## src/rtl/param_binary_counter.sv

```systemverilog
// param_binary_counter: up/down counter with prescaler, wrap/saturate modes and terminal/overflow flags.
// Define BINARY_COUNTER_COMPARE_EN to build the count == compare_value_i match output.
module param_binary_counter #(
    parameter int     WIDTH    = 6,
    parameter longint MODULO   = longint'(1) << WIDTH,
    parameter int     PRESCALE = 1
) (
    input  logic             clock_i,
    input  logic             reset_i,
    input  logic             clear_i,
    input  logic             enable_i,
    input  logic             load_i,
    input  logic [WIDTH-1:0] load_value_i,
    input  logic             up_down_i,
    input  logic             sat_mode_i,
    input  logic [WIDTH-1:0] compare_value_i,
    output logic [WIDTH-1:0] count_o,
    output logic             terminal_o,
    output logic             overflow_o,
    output logic             match_o
);
    localparam int W1 = WIDTH + 1;
    localparam logic [WIDTH:0] MAX = W1'(MODULO - 1);
    localparam logic [7:0] PS_MAX = 8'(PRESCALE - 1);

    logic [WIDTH-1:0] count_q, count_d;
    logic [7:0] presc_q, presc_d;
    logic terminal_q, terminal_d, overflow_q, overflow_d;
    logic [WIDTH:0] cnt_ext, load_ext, step_val;
    logic step, at_top, at_bot, hit;

    always_comb begin
        cnt_ext = {1'b0, count_q};
        load_ext = {1'b0, load_value_i};
        step = enable_i && (presc_q == PS_MAX);
        at_top = cnt_ext >= MAX;
        at_bot = cnt_ext == '0;
        hit = up_down_i ? at_top : at_bot;
        step_val = up_down_i ? (at_top ? (sat_mode_i ? MAX : '0) : cnt_ext + W1'(1))
                             : (at_bot ? (sat_mode_i ? '0 : MAX) : cnt_ext - W1'(1));
        count_d = clear_i ? '0
                : load_i ? WIDTH'(load_ext > MAX ? MAX : load_ext)
                : step ? WIDTH'(step_val) : count_q;
        presc_d = (clear_i || load_i) ? '0 : enable_i ? (step ? '0 : presc_q + 8'd1) : presc_q;
        terminal_d = !clear_i && !load_i && step && hit;
        overflow_d = !clear_i && (overflow_q || terminal_d);
    end

    always_ff @(posedge clock_i or posedge reset_i) begin
        if (reset_i) begin
            count_q <= '0;
            presc_q <= '0;
            terminal_q <= 1'b0;
            overflow_q <= 1'b0;
        end else begin
            count_q <= count_d;
            presc_q <= presc_d;
            terminal_q <= terminal_d;
            overflow_q <= overflow_d;
        end
    end

    assign count_o = count_q;
    assign terminal_o = terminal_q;
    assign overflow_o = overflow_q;
`ifdef BINARY_COUNTER_COMPARE_EN
    assign match_o = count_q == compare_value_i;
`else
    logic unused_cmp;
    assign unused_cmp = ^compare_value_i;
    assign match_o = 1'b0;
`endif
endmodule

```

## config.mk

```make
export PLATFORM = sky130hd
export DESIGN_NAME = param_binary_counter
export DESIGN_NICKNAME = d
export VERILOG_FILES = /design/src/rtl/param_binary_counter.sv
export SDC_FILE = /design/constraint.sdc
export NUM_CORES = 1
export LEC_CHECK = 0
export ABC_AREA = 1
export CAP_MARGIN = 20
export CORE_UTILIZATION = 24
export CTS_BUF_LIST = sky130_fd_sc_hd__clkbuf_8 sky130_fd_sc_hd__clkbuf_16
export DETAILED_ROUTE_END_ITERATION = 16
export SETUP_SLACK_MARGIN = 0.15
export SYNTH_ARGS = -nofsm -noshare
export SYNTH_HDL_FRONTEND = slang
export SYNTH_SLANG_ARGS = --single-unit
```

## constraint.sdc

```tcl
create_clock -name clock_i -period 1.88 [get_ports clock_i]
set_input_delay 0.376 -clock clock_i [delete_from_list [all_inputs] [get_ports clock_i]]
set_output_delay 0.376 -clock clock_i [all_outputs]
set_load 0.005 [all_outputs]
```

# After elaboration in Yosys (flattened, before gate mapping)
# Index checks and enable logic that the tools add are counted.
# W data, S select, Z words.
totals:
  reg_bits: 16
  inputBits: 19
  output_inout_bits: 9
  elab_cells: 33
op_classes:
  n_addsub: 3
  n_lt_le_gt_ge: 1
  n_mux: 12
  n_reduce_logical: 13
op_table:
  columns: ["operator", "count"]
  rows:
  - ["$mux W6", 8]
  - ["$mux W8", 3]
  - ["$add A8 B1 Y8 const B", 1]
  - ["$logic_not A8 Y1", 1]
  - ["$add A6 B1 Y6 const B", 1]
  - ["$ge A6 B6 Y1 const B", 1]
  - ["$logic_not A6 Y1", 1]
  - ["$sub A6 B1 Y6 const B", 1]
  - ["$logic_and A1 B1 Y1", 5]
  - ["$reduce_bool A3 Y1", 1]
  - ["$logic_not A1 Y1", 2]
  - ["$logic_or A1 B1 Y1", 2]
  - ["$reduce_bool A2 Y1", 1]
  - ["$mux W1", 1]

# Longest topological paths before layout
# Gate-level depths: netlist of the first run.
depth:
  depth_word: 6
  depth_mapped: 12

# Worst setup path after synthesis of the first run
# OpenSTA, ideal clock, no wires.
synth_timing:
  path_kind: "register -> register"
  start: "register count_q[0], in the netlist count_o[0]"
  end: "register count_q[5], in the netlist count_o[5]"
  arrival_time_ns: 1.388
  required_ns: 1.815
  path_slack_ns: 0.427
  stages_incl_launch_ff: 13
  period_less_slack_ns: 1.453
  cell_sequence: "dfrtp_1 -> inv_1 -> ha_1 -> inv_1 -> nor2_2 -> nand3_2 -> nand2_1 -> inv_1 -> a21oi_2 -> nand2_1 -> nand2_1 -> nand2_1 -> nand2_1"
synth_via:
  elab_chain_cells: 6
  elab_cells_between_ends: 10
synth_rtl:
  columns: ["element", "line_no", "text"]
  rows:
  - ["from (decl)", "26", "logic [WIDTH-1:0] count_q, count_d;"]
  - ["from (signal assigned)", "56", "count_q <= count_d;"]
  - ["$sub A6 B1 Y6, or another cell as far along", "40", ": (at_bot ? (sat_mode_i ? '0 : MAX) : cnt_ext - W1'(1));"]
  - ["$mux W6, on equally long branches", "40, 39", null]
  - ["$mux W6 *", "39", "step_val = up_down_i ? (at_top ? (sat_mode_i ? MAX : '0) : cnt_ext + W1'(1))"]
  - ["$mux W6 *", "43", ": step ? WIDTH'(step_val) : count_q;"]
  - ["$mux W6 *", "42", ": load_i ? WIDTH'(load_ext > MAX ? MAX : load_ext)"]
  - ["$mux W6 *", "41", "count_d = clear_i ? '0"]
# Mark *: on every way between the ends. The rest lies on a longest branch, timed or not. The select of a mux whose other input is x is not followed.
# A chain may end at the register's enable or synchronous reset.

# Worst setup path in the final report of the first run
layout_timing:
  start: "register count_q[0], in the netlist count_o[0]"
  end: "output port count_o[0]"
layout_lines:
  columns: ["element", "line_no", "text"]
  rows:
  - ["to (decl)", "17", "output logic [WIDTH-1:0] count_o,"]
# No word-level cell between the ends.

==> results of run 1 <==
==> layout make-up <==
type,count,area (um^2)
timing repair buffer,27,253
clock buffer,4,55.1
sequential,16,407
inverter,31,116
tap,67,83.8
fill,544,3250
multi-input combinational,142,713
==> cell families after synthesis <==
group	share of synthesized area, %
xor+xnor	2.79
simple gates	41.7
buf+inv	11.2
flops	31.9
fa+ha+maj	4.99
compound gates	7.09
other cells	0.299
==> worst paths after layout <==
path	startpoint	endpoint	slack, ps	depth (start not counted)
setup / recovery	count_o[0]	count_o[0]	200	2
hold / removal	reset_i	presc_q[1]	500	2
setup reg to reg	count_o[0]	count_o[2]	330	11
hold reg to reg	overflow_o	overflow_o	530	2
max in group asynchronous	reset_i	count_o[2]	960	2
min in group clock_i	overflow_o	overflow_o	530	2
==> timing repair <==
item	4_1_cts	5_1_grt
setup buffers	0	2
hold endpoints to repair	0	0
setup endpoints to repair	3	6
gates resized for setup	3	3
==> state kept, by name, indices dropped and copies added (netlist names) <==
register	count
overflow_o	1
terminal_o	1
count_o	6
presc_q	8
==> routing by layer <==
metal,vias to the layer above,global-route usage (%),routed length (um)
li1,648,-,-
met1,517,16.6,1460
met2,23,17.7,1280
met3,0,0.949,110
met4,0,2.52,0
met5,-,0,0
==> synth_stat cells <==
cell type	n
a21oi_1	6
a21oi_2	1
buf_2	1
buf_4	1
buf_6	1
conb_1	1
dfrtp_1	16
ha_1	5
inv_1	24
inv_2	7
nand2_1	66
nand2_2	1
nand3_1	12
nand3_2	3
nand4_1	4
nor2_1	14
nor2_2	6
nor2_4	1
nor3_1	5
nor3_2	2
nor3b_1	1
o21ai_0	4
o21ai_1	6
xnor2_1	1
xor2_1	3
==> power by group <==
group,switching [mW],leakage [nW],internal [mW]
sequential,0.0310,0.211,0.361
clock,0.115,0.0288,0.185
combinational,0.140,0.553,0.124
total,0.287,0.793,0.670
==> through the flow <==
step | cell area [um^2] | setup WS, ps
5_1_grt | 1630 | 127
2_1_floorplan | 1250 | 427
3_3_place_gp | 1550 | 120
4_1_cts | 1610 | 185
6_report | 1630 | 202
3_5_place_dp | 1550 | 92.4
==> flow_summary.ini, run 1 <==
[detailed_routing]
via_count = 1188
via_per_inst = 4.14
drt-pass1-iter-count = 4
finalWirelength_um = 2850
drtAntennaViolNets = 0
wl_per_cell_um = 9.92
drc = 0
drt_iter0_drc = 63

[critical_path]
cp_max_fo = 5
cp.arrival_ps = 1300
critical-path-max-stage-delay_ps = 490
crit_chain = buf_4 > clkdlybuf4s50_1
cp-start-kind = flop
path_delay_family = buffers and inverters
critPathRequiredTime_ps = 1500
cpMaxStageDelayCell = clkdlybuf4s50_1
worstSetupEndpointType = primary output
critPathKind = flop to primary output
path_buf_inv = 2

[timing]
hold_slack_ps = 496
maxSlewHeadroom_pct = 60.8
fin_skew_ps = 4.14
max_freq_mhz = 596
hold_viol = 0
drv_slew = 0
min_period_over_period_pct = 89.2
rsz0062_at_grt = yes
setup_viol = 0
finalSetupTns_ps = 0
fin_crit_ps = 1680
worst_pin_slew_ps = 587

[cts]
cts_hold_buffers = 0
cts_max_level = 1
cts_tree = yes
clock_latency_ps = 250
clk_pin_slew_ps = 70
root_buffer = clkbuf_8
cts_buffers = 3
cts.path.max_buffers = 2
cts_sinks = 16

[logic_synthesis]
syn-cell-area_um2 = 1250
synth_seq_cells = 16
synthTopCellsByArea = dfrtp_1 (32%), nand2_1 (20%), inv_1 (7.2%), ha_1 (5.0%), nand3_1 (4.8%)
yosysTopAreaCellShare_pct = 31.9
synth_nets = 216
ys_seq_area_share_pct = 31.9
synthCells = 192
synth_area_leader_cell = dfrtp_1
yosys_warnings = 0
ys_types = 25
post_synth.cell_area_avg_um2 = 6.53

[placement]
place.gp.congestion = 0.819
port_buffers = 20
dpl.cell_count = 281
hpwl_um = 2260

[layout]
drive_above_1_share_pct = 17.3
n_antenna_cell = 0
fin_nets = 245
final_util_pct = 33.4
final_cell_mix = nand2_1 (66), inv_1 (23), clkdlybuf4s50_1 (20), nor2_1 (14), nand3_1 (12)
final_cells = 287
layout_commonest_cell = nand2_1
area_delta_synth_final_pct = 29.8

[die]
fp.coreArea_um2 = 4880
die_area_um2 = 5520
core.rowCount = 25
dieWidth_um = 74.3
ios = 28
start_util_pct = 25.7
die_height_um = 74.3

[grt]
grt_max_degree = 17
grt_overflow_total = 0
grt_pass1_vias = 1051
grt_pass1_wl_um = 4850
globalRouteTotalUtil_pct = 11.2
antenna_found_initial = 0

[power]
irDropWorstVdd_mv = 0.244
power_mw = 0.957
p_per_area_nw_per_um2 = 588
leakagePower_nw = 0.793

[hold_path]
hold_path_class = input pin to async pin

[job]
max-cap-violations = 0

[status]
outcome = finished, final reports clean
Power figures use the tool's default switching activity.
==> run 2: changes to the inputs <==
- PLACE_DENSITY: unset -> 0.5
==> flow_summary.ini, run 2 (synthesis results as in run 1) <==
[layout]
layout_commonest_cell = nand2_1
final_cell_mix = nand2_1 (66), inv_1 (24), clkdlybuf4s50_1 (20), nor2_1 (14), nand3_1 (12)
largest_reg_flops = 8
regMostFlops = presc_q
area_delta_synth_final_pct = 31.0
n_antenna_cell = 0
drive_above_1_share_pct = 17.6
fin_nets = 247

[detailed_routing]
finalWirelength_um = 3000
drc = 0
drt-pass1-iter-count = 4
drtAntennaViolNets = 0
wl_per_cell_um = 10.4
via_count = 1230
via_per_inst = 4.26
drt_iter0_drc = 57

[placement]
hpwl_um = 2420
place.gp.congestion = 0.793
pre_cts_ws_ps = 82.6
port_buffers = 20

[critical_path]
cp-start-kind = flop
worstSetupEndpointType = primary output
timing.rr.end = count_o[5]
path_delay_family = buffers and inverters
path_buf_inv = 1
r2r-start = count_o[1]
cp.arrival_ps = 1300
critical-path-max-stage-delay_ps = 550
rrSetupSlack_ps = 340
cpMaxStageDelayCell = clkdlybuf4s50_1
cp_max_fo = 6
worst-r2r-cell-count = 12
crit_chain = clkdlybuf4s50_1
critPathRequiredTime_ps = 1500
critPathKind = flop to primary output

[cts]
clk_pin_slew_ps = 70
clock_latency_ps = 250
cts_buffers = 3
cts_sinks = 16
root_buffer = clkbuf_8
cts_max_level = 1
cts_tree = yes
cts.path.max_buffers = 2

[power]
irDropWorstVdd_mv = 0.514
pwr-share-seq_pct = 40.4
p_per_area_nw_per_um2 = 590
power.internal_mw = 0.672
p_comb_share_pct = 27.8
power_switching_mw = 0.297
switching_share_pct = 30.7
leakagePower_nw = 0.802
clockPowerShare_pct = 31.8

[job]
max-cap-violations = 0

[status]
outcome = finished, final reports clean

[timing]
min_period_over_period_pct = 89.0
hold_viol = 0
fin_skew_ps = 6.27
finalSetupTns_ps = 0
max_freq_mhz = 598
worst_slack_ps = 207
setup_viol = 0
fin_crit_ps = 1670
drv_slew = 0
rsz0062_at_grt = no

[grt]
grt_pass1_wl_um = 5460
antenna_found_initial = 0
grt_pass1_vias = 1209
globalRouteTotalUtil_pct = 12.8
grt_overflow_total = 0
grt_max_degree = 17

[die]
die_area_um2 = 5520
die_height_um = 74.3
start_util_pct = 25.7
dieWidth_um = 74.3
ios = 28
fp.coreArea_um2 = 4880
core.rowCount = 25

[hold_path]
hold_path_class = input pin to async pin
==> run 2: changes by cell type in the layout (fill, tap and decap cells not counted), sizes merged <==
| cell | previous run | this run |
|---|---|---|
| buf | 7 | 9 |
==> run 2: what timing repair did <==
item / 4_1_cts / 5_1_grt
endpoints found under the setup margin: 3 / 7
hold buffers: 0 / 0
buffers inserted: 0 / 1
resized for setup: 3 / 2
==> run 2: area by class of cell <==
| cell class | count | area, um^2 |
|---|---|---|
| clock buffers | 4 | 55.1 |
| repair buffers | 29 | 268 |
| multi-input cells | 142 | 713 |
| well taps | 67 | 83.8 |
| inverters | 31 | 116 |
| flip-flops and latches | 16 | 407 |
| fillers | 550 | 3240 |
==> run 2: power by group through the flow <==
stage	Sequential, mW	Combinational [mW]	Clock (mW)
after global placement	0.397	0.269	0
after floorplan	0.383	0.175	0
after global routing	0.395	0.313	0.337
after detailed placement	0.397	0.269	0
final	0.392	0.270	0.308
after CTS	0.392	0.270	0.318
==> run 2: layer usage <==
layer	track usage [%]	vias up	share of wire, %
met5	0	-	0
met4	1.89	0	0
met3	2.44	0	2.2
met2	22.7	11	50
met1	16.4	562	48
li1	-	657	-
==> run 2: stage by stage <==
step                      util (%)  power (mW)  cell area, um^2  hold WS, ps  instances
final                         33.7       0.970             1640          428        289
after global routing          33.7        1.04             1640          460        289
after CTS                     33.5       0.980             1630          434        288
after detailed placement      32.3       0.666             1570          516        284
after global placement        32.3       0.666             1570          513        284
after floorplan                  -       0.557             1250          290        192
==> run 2: worst max path at each step <==
stage / from / to / slack (ps) / cells past startpoint
after floorplan: count_o[0] / count_o[5] / 430 / 12
after global placement: load_i / presc_q[6] / 90 / 11
after detailed placement: load_i / presc_q[6] / 80 / 11
after CTS: count_o[3] / count_o[3] / 160 / 1
after global routing: count_o[1] / count_o[3] / 160 / 11
final: count_o[4] / count_o[4] / 210 / 1
==> run 3: changes to the inputs <==
- CTS_CLUSTER_SIZE: unset -> 12
- clock period: 1.88 -> 1.9 ns (I/O delays scaled with it)
==> flow_summary.ini, run 3 (synthesis results as in run 1) <==
[status]
outcome = finished, final reports clean

[critical_path]
critPathKind = flop to primary output
cp_max_fo = 6
cp-start-kind = flop
critPathRequiredTime_ps = 1520
worstSetupEndpointType = primary output
cp.arrival_ps = 1300
rrSetupSlack_ps = 360

[grt]
grt_pass1_vias = 1181
grt_overflow_total = 0
grt_pass1_wl_um = 5260
antenna_found_initial = 0
globalRouteTotalUtil_pct = 12.6
grt_max_degree = 17

[detailed_routing]
drc = 0
wl_per_cell_um = 10.5
wl_met1_um = 1460
drtAntennaViolNets = 0
via_per_inst = 4.18
drt-pass1-iter-count = 4
wl_met3_um = 143
highest_layer = met3
finalWirelength_um = 3040
wl_met2_um = 1440
via_count = 1211
drt_iter0_drc = 81

[power]
leakagePower_nw = 0.806
irDropWorstVdd_mv = 0.569
p_per_area_nw_per_um2 = 582
power_mw = 0.962

[die]
die_height_um = 74.3
start_util_pct = 25.7
fp.coreArea_um2 = 4880
die_area_um2 = 5520
dieWidth_um = 74.3
ios = 28
core.rowCount = 25

[job]
max-cap-violations = 0

[cts]
cts_tree = yes
post_cts_resized = 3
cts.path.max_buffers = 2
clock_latency_ps = 250
post_cts_buffers = 0
clk_pin_slew_ps = 70
cts_sinks = 16
cts_hold_buffers = 0
root_buffer = clkbuf_8
cts_buffers = 3
cts_max_level = 1

[timing]
setup_viol = 0
min_period_over_period_pct = 88.5
rsz0062_at_grt = no
drv_slew = 0
finalSetupTns_ps = 0
hold_viol = 0
hold_slack_ps = 428
fin_skew_ps = 3.46
fin_crit_ps = 1680
max_freq_mhz = 594

[layout]
n_antenna_cell = 0
fill_cells = 532
area_delta_synth_final_pct = 31.8
largest_reg_flops = 8
drive_above_1_share_pct = 18.4
final_cell_mix = nand2_1 (66), inv_1 (24), clkdlybuf4s50_1 (20), nor2_1 (13), nand3_1 (12)
final_util_pct = 33.9
fin_nets = 248
regMostFlops = presc_q
layout_commonest_cell = nand2_1
design_area_um2 = 1650

[placement]
hpwl_um = 2440
place.gp.congestion = 0.798
port_buffers = 20
place_area_um2 = 1590

[hold_path]
hold_path_class = input pin to async pin
-- run 3: changes by cell type in the layout (fill, tap and decap cells not counted), sizes merged --
cell | previous run | this run
buf | 9 | 10
-- run 3: worst max-delay path, cell delays in order, from the launching register on --
cell	delay, ps
dfrtp_2	410
buf_4	140
clkdlybuf4s50_1	500
-- run 3: cell type report --
| cell class | count | area [um^2] | area share [%] |
|---|---|---|---|
| multi-input cells | 142 | 716 | 43.3 |
| clock buffers | 4 | 55.1 | 3.33 |
| inverters | 31 | 116 | 7.04 |
| repair buffers | 30 | 275 | 16.7 |
| flip-flops and latches | 16 | 407 | 24.6 |
| well taps | 67 | 83.8 | 5.07 |
-- run 3: power breakdown --
group / internal, mW / switching, mW
Sequential: 0.357 / 0.0310
Clock: 0.184 / 0.123
Combinational: 0.125 / 0.142
Total: 0.666 / 0.296
-- run 3: final timing paths --
check	startpoint	endpoint	depth (start not counted)
setup / recovery	count_o[0]	count_o[0]	2
hold / removal	reset_i	terminal_o	3
min in group clock_i	overflow_o	overflow_o	2
hold reg to reg	overflow_o	overflow_o	2
max in group asynchronous	reset_i	count_o[1]	3
setup reg to reg	count_o[1]	count_o[5]	12
-- run 3: stage by stage --
stage	worst slack [ps]	cells
floorplan	447	192
global placement	81.3	286
detailed placement	45.2	286
CTS	175	290
global route	163	290
finish	218	290
-- run 3: layer usage --
layer  GRT usage, %  vias up
met4           1.26        0
met1           16.3      525
met2           22.0       27
met3           2.85        0
met5              0        -
li1               -      659
